[src/rtl/vx_ibuffer_pkg.sv]
// Shared definitions for the per-warp instruction buffer: default geometry,
// warp-index mapping helpers and the packed entry presented to issue.
package vx_ibuffer_pkg;

  localparam int IBUF_NUM_WARPS = 8;
  localparam int IBUF_ISSUE_CNT = 2;
  localparam int IBUF_DEPTH     = 2;
  localparam int IBUF_DATAW     = 128;

  localparam int WPI  = IBUF_NUM_WARPS / IBUF_ISSUE_CNT;
  localparam int WISW = (WPI > 1) ? $clog2(WPI) : 1;
  localparam int CNTW = $clog2(IBUF_DEPTH + 1);

  // Entry as seen by an issue channel: slot index within the slice plus payload.
  typedef struct packed {
    logic [WISW-1:0]       wis;
    logic [IBUF_DATAW-1:0] data;
  } ibuf_entry_t;

  // Warps are interleaved across channels: low bits pick the channel.
  function automatic int wid_to_isw(input int wid, input int issue_cnt);
    return wid % issue_cnt;
  endfunction

  function automatic int wid_to_wis(input int wid, input int issue_cnt);
    return wid / issue_cnt;
  endfunction

  function automatic int wis_isw_to_wid(input int wis, input int isw, input int issue_cnt);
    return wis * issue_cnt + isw;
  endfunction

endpackage

[src/rtl/vx_ibuf_warp_fifo.sv]
// Per-warp circular FIFO. Head is read from registered pointers so an entry
// written in one cycle is presented the next. Flush drops everything at once.
module vx_ibuf_warp_fifo #(
  parameter int DATAW = 128,
  parameter int DEPTH = 2,
  localparam int PTRW = $clog2(DEPTH),
  localparam int CNTW = $clog2(DEPTH + 1)
) (
  input  logic             clk,
  input  logic             reset,
  input  logic             push,
  input  logic [DATAW-1:0] push_data,
  input  logic             pop,
  input  logic             flush,
  output logic             full,
  output logic             empty,
  output logic [CNTW-1:0]  count,
  output logic [DATAW-1:0] head
);

  logic [DATAW-1:0] ram [DEPTH];
  logic [PTRW-1:0]  rd_ptr_reg;
  logic [PTRW-1:0]  wr_ptr_reg;
  logic [CNTW-1:0]  count_reg;
  logic             push_ok;
  logic             pop_ok;

  // A flushing warp neither accepts nor releases entries this cycle.
  assign push_ok = push && !full && !flush;
  assign pop_ok  = pop && !empty && !flush;

  // Payload storage; never reset, contents are qualified by count.
  always_ff @(posedge clk) begin
    if (push_ok) ram[wr_ptr_reg] <= push_data;
  end

  // Pointer and occupancy bookkeeping.
  always_ff @(posedge clk or posedge reset) begin
    if (reset) begin
      rd_ptr_reg <= '0;
      wr_ptr_reg <= '0;
      count_reg  <= '0;
    end else if (flush) begin
      rd_ptr_reg <= wr_ptr_reg;
      count_reg  <= '0;
    end else begin
      if (push_ok) wr_ptr_reg <= wr_ptr_reg + PTRW'(1);
      if (pop_ok)  rd_ptr_reg <= rd_ptr_reg + PTRW'(1);
      case ({push_ok, pop_ok})
        2'b10:   count_reg <= count_reg + CNTW'(1);
        2'b01:   count_reg <= count_reg - CNTW'(1);
        default: count_reg <= count_reg;
      endcase
    end
  end

  assign full  = (count_reg == CNTW'(DEPTH));
  assign empty = (count_reg == '0);
  assign count = count_reg;
  assign head  = ram[rd_ptr_reg];

endmodule

[src/rtl/vx_ibuffer_wq.sv]
// Instruction buffer with one FIFO per warp. Each issue channel arbitrates
// round-robin among its own warps, so a stalled warp never blocks its peers.
module vx_ibuffer_wq
  import vx_ibuffer_pkg::*;
#(
  parameter int NUM_WARPS = 8,
  parameter int ISSUE_CNT = 2,
  parameter int DEPTH     = 2,
  parameter int DATAW     = 128,
  localparam int L_WPI  = NUM_WARPS / ISSUE_CNT,
  localparam int L_WIDW = (NUM_WARPS > 1) ? $clog2(NUM_WARPS) : 1,
  localparam int L_WISW = (L_WPI > 1) ? $clog2(L_WPI) : 1,
  localparam int L_CNTW = $clog2(DEPTH + 1)
) (
  input  logic                          clk,
  input  logic                          reset,
  input  logic                          in_valid,
  output logic                          in_ready,
  input  logic [L_WIDW-1:0]             in_wid,
  input  logic [DATAW-1:0]              in_data,
  input  logic [NUM_WARPS-1:0]          flush,
  output logic [ISSUE_CNT-1:0]          out_valid,
  input  logic [ISSUE_CNT-1:0]          out_ready,
  output logic [ISSUE_CNT*L_WISW-1:0]   out_wis,
  output logic [ISSUE_CNT*DATAW-1:0]    out_data,
  output logic [ISSUE_CNT-1:0]          pop,
  output logic [NUM_WARPS*L_CNTW-1:0]   occupancy
);

  logic [NUM_WARPS-1:0] push_w;
  logic [NUM_WARPS-1:0] pop_w;
  logic [NUM_WARPS-1:0] full_w;
  logic [NUM_WARPS-1:0] empty_w;
  logic [DATAW-1:0]     head_w  [NUM_WARPS];
  logic [L_CNTW-1:0]    count_w [NUM_WARPS];

  // Ready depends only on the target warp's registered fullness and its flush,
  // never on a same-cycle pop.
  always_comb begin
    in_ready = 1'b0;
    for (int w = 0; w < NUM_WARPS; w++) begin
      if (in_wid == L_WIDW'(w)) in_ready = !full_w[w] && !flush[w];
    end
  end

  genvar gi, gw;

  generate
    for (gi = 0; gi < NUM_WARPS; gi++) begin : g_warp
      assign push_w[gi] = in_valid && in_ready && (in_wid == L_WIDW'(gi));
      assign occupancy[gi*L_CNTW +: L_CNTW] = count_w[gi];

      vx_ibuf_warp_fifo #(
        .DATAW (DATAW),
        .DEPTH (DEPTH)
      ) u_fifo (
        .clk       (clk),
        .reset     (reset),
        .push      (push_w[gi]),
        .push_data (in_data),
        .pop       (pop_w[gi]),
        .flush     (flush[gi]),
        .full      (full_w[gi]),
        .empty     (empty_w[gi]),
        .count     (count_w[gi]),
        .head      (head_w[gi])
      );
    end

    for (gi = 0; gi < ISSUE_CNT; gi++) begin : g_chan
      logic [L_WPI-1:0]  req;
      logic [DATAW-1:0]  heads [L_WPI];
      logic [L_WISW-1:0] rr_ptr_reg;
      logic [L_WISW-1:0] grant;
      logic              found;
      int                idx;

      for (gw = 0; gw < L_WPI; gw++) begin : g_slot
        localparam int W = wis_isw_to_wid(gw, gi, ISSUE_CNT);
        assign req[gw]   = !empty_w[W] && !flush[W];
        assign heads[gw] = head_w[W];
        assign pop_w[W]  = pop[gi] && (grant == L_WISW'(gw));
      end

      // First requesting slot at or after rr_ptr, wrapping within the slice.
      always_comb begin
        found = 1'b0;
        grant = '0;
        idx   = 0;
        for (int i = 0; i < L_WPI; i++) begin
          idx = int'(rr_ptr_reg) + i;
          if (idx >= L_WPI) idx = idx - L_WPI;
          if (!found && req[idx]) begin
            found = 1'b1;
            grant = L_WISW'(idx);
          end
        end
      end

      assign out_valid[gi]                    = found;
      assign pop[gi]                          = found && out_ready[gi];
      assign out_wis[gi*L_WISW +: L_WISW]     = grant;
      assign out_data[gi*DATAW +: DATAW]      = heads[grant];

      // Advance past the served slot only when something actually leaves.
      always_ff @(posedge clk or posedge reset) begin
        if (reset) begin
          rr_ptr_reg <= '0;
        end else if (pop[gi]) begin
          rr_ptr_reg <= (grant == L_WISW'(L_WPI - 1)) ? '0 : grant + L_WISW'(1);
        end
      end
    end
  endgenerate

endmodule

[config.mk]
export PLATFORM = sky130hd
export DESIGN_NAME = vx_ibuffer_wq
export DESIGN_NICKNAME = d
export VERILOG_FILES = /design/src/rtl/vx_ibuffer_pkg.sv /design/src/rtl/vx_ibuf_warp_fifo.sv /design/src/rtl/vx_ibuffer_wq.sv
export SDC_FILE = /design/constraint.sdc
export NUM_CORES = 2
export LEC_CHECK = 0
export CAP_MARGIN = 20
export CORE_ASPECT_RATIO = 1.25
export CORE_MARGIN = 5
export CORE_UTILIZATION = 49
export DETAILED_ROUTE_END_ITERATION = 10
export GPL_TIMING_DRIVEN = 0
export PLACE_DENSITY = 0.7
export SLEW_MARGIN = 20
export SYNTH_ARGS = -nofsm -noshare
export SYNTH_HDL_FRONTEND = slang
export SYNTH_SLANG_ARGS = --single-unit
[constraint.sdc]
create_clock -name clk -period 28.8 [get_ports clk]
set_clock_uncertainty 0.05 [all_clocks]
set_input_delay 5.76 -clock clk [delete_from_list [all_inputs] [get_ports clk]]
set_output_delay 5.76 -clock clk [all_outputs]
set_load 0.1 [all_outputs]
==> metrics.cfg <==
[logic_synthesis]
yosysMostFrequentCell=edfxtp_1
synth.avg_cell_area_um2=15.6
synthTopCellsByArea=edfxtp_1 (72%), a221oi_1 (5.2%), nor2b_1 (4.7%)
ys_seq_area_frac=0.729
synth_top_area_frac=0.719
yosysTopAreaCell=edfxtp_1
synthFlopType=edfxtp_1
synthesis.nets=5648
async_flop_share=0.0173
synth_edf_count=2048
synthCells=5496
ys_ff_latch=2084
yosysUniqueCellTypes=69
yosys_warnings=0
synth_common_cells=edfxtp_1 (2,048), nor2b_1 (649), a221oi_1 (512), nand2_1 (407), mux2i_1 (390)
syn-cell-area_um2=85600

[worst_hold_path]
hold_path_class=reg2reg

[placement]
gp_congestion=0.851
io_buffers=423
dp_hpwl_um=172000
dp_cells=8361
pre_cts_slack_ns=12.08

[critical_path]
cpMostUsedCell=clkdlybuf4s50_1
cp-start-kind=input pin
crit_slowest_cell=clkdlybuf4s50_1
cp-end-kind=output port
crit_chain=clkdlybuf4s50_1 -> o21ba_2 -> a2bb2oi_2 -> buf_2 -> clkbuf_1 -> a221oi_1 -> o32ai_1 -> clkdlybuf4s50_1
cp_max_fo=10
arrival_ns=11.05
critPathMaxStageDelay_ns=1.29
crit_type=in2out
cp.required_ns=22.99

[timing]
fmax_mhz=59.3
rsz0062_at_grt=false
max_slew.worst_pin.slew_ns=1.06
finalWorstSetupSlack_ns=11.94
setup_viol=0
finalHoldViolations=0
slew_headroom=0.292
finalCritPeriodShare=0.586
period_needed_ns=16.86
maxSlewViolCount=0

[routing]
routed_wl_um=249000
antenna_left=0
met1_length_um=93100
dr_wl_met3_um=25700
drc=0
wl_per_cell_um=28.5
via_count=54000
firstDrtPassIters=6
via_per_inst=6.19
drtIter0Drc=5870
top_layer=met5
met2WireLength_um=120000

[clock_network]
cts_tree=done
cts_made_buffers=199
cts_resized=0
post-cts-setup-buffer-count=0
cts_num_sinks=2084
clk_pin_slew_ns=0.06
ctsHoldBuffers=0
htreeDepth=4
clk_latency_ns=0.83
cts_root_buf=clkbuf_16
clk_path_buf_depth=3

[finish]
largest_register_ffs=2048
stdcell_count=8734
multiInputGateArea_um2=21200
drive_gt1_frac=0.104
regArea_um2=62400
nFillCells=13400
syn2layout_area_growth_pct=18.2
finalNetCount=6379

[floorplanning]
rows=171
io_pins=425
initial_core_util=0.492
die_y_um=477
coreArea_um2=174000
die_area_um2=183000
fp.dieW_um=384

[global_routing]
antenna_found_initial=17
grt_pass1_wl_um=361000
gr-usage-all-layers=0.265
grt_max_degree=50
grt_overflow=0
grt_pass1_vias=54100

[power_and_ir_drop]
powerDensity_nw_per_um2=85.5
comb_power_share=0.309
p_int_mw=5.51
leakage_nw=32.9
switching_share=0.363
p_total_mw=8.65
p_clk_frac=0.293
p_sw_mw=3.14
pwr-share-seq=0.397
ir_worst_vdd_v=0.0000888

[run_status]
status=finished, final reports clean

[job]
drv_cap=0

-- cells in the final DEF (no fill, tap or decap), types with 128 or more instances in the layout --
cell	synthesis	layout
nor2b_1	649	649
a221oi_1	512	512
clkdlybuf4s50_1	0	400
mux2i_1	390	390
o22ai_1	130	130
nand2_1	407	407
clkbuf_1	370	404
o21ai_0	387	387
o32ai_1	128	128
edfxtp_1	2048	2048
clkbuf_16	0	203
-- power groups by stage --
stage	logic [mW]	registers [mW]	clock network [mW]
6_report	2.68	3.43	2.54
5_1_grt	2.78	3.44	2.69
3_3_place_gp	2.59	3.51	0
2_1_floorplan	1.82	3.49	0
4_1_cts	2.66	3.43	2.56
3_5_place_dp	2.65	3.50	0
-- layout make-up --
| type | count | share of cell area |
|---|---|---|
| sequential | 2084 | 0.617 |
| multi-input combinational | 2924 | 0.210 |
| timing repair buffer | 530 | 0.0619 |
| clock buffer | 260 | 0.0528 |
| tap | 2335 | 0.0289 |
| buffer | 475 | 0.0200 |
| clock inverter | 105 | 0.00868 |
| inverter | 13 | 0.000483 |
| antenna | 8 | 0.000198 |
-- critical path, delay by kind of cell --
family | cells | cell delay (ns)
buf+inv | 4 | 3.34
compound gates | 4 | 1.92
-- per-stage QoR --
step	hold slack (ns)	area, um^2	TNS [ns]	utilization
after global placement	0.443	92700	-150.59	0.534
final	0.502	101000	0	0.582
after global routing	0.518	101000	0	0.582
after floorplan	0.425	85600	0	-
after detailed placement	0.490	94900	0	0.546
after CTS	0.502	101000	0	0.582
-- path summary, 6_finish.rpt --
kind | start | end | slack (ns) | cells past startpoint
worst max-delay path | flush[1] | out_data[238] | 11.94 | 8
worst min-delay path | g_warp[5].u_fifo.wr_ptr_reg$_DFFE_PP0P_ | g_warp[5].u_fifo.wr_ptr_reg$_DFFE_PP0P_ | 0.50 | 1
worst max register to register | g_warp[5].u_fifo.count[1]$_DFFE_PP0P_ | g_warp[5].u_fifo.ram[0][71]$_DFFE_PP_ | 24.49 | 12
worst min register to register | g_warp[5].u_fifo.wr_ptr_reg$_DFFE_PP0P_ | g_warp[5].u_fifo.wr_ptr_reg$_DFFE_PP0P_ | 0.50 | 1
max in group asynchronous | reset | g_warp[5].u_fifo.rd_ptr_reg$_DFFE_PP0P_ | 23.04 | 3
min in group asynchronous | reset | g_warp[7].u_fifo.count[0]$_DFFE_PP0P_ | 5.20 | 2
-- cell families after synthesis --
logic type / synth area share
adders and majority gates: 0.00117
muxes: 0.0462
xor gates and xnor gates: 0.00143
and+or+nand+nor: 0.0714
buffers and inverters: 0.0239
DFF: 0.729
AOI/OAI and AO/OA: 0.127
-- layer usage --
metal | vias to the layer above | track usage
met5 | - | 0
met4 | 12 | 0.106
met3 | 462 | 0.0669
met2 | 2906 | 0.432
met1 | 27200 | 0.343
li1 | 23400 | -
No activity file was read; power rests on OpenSTA's default activity.
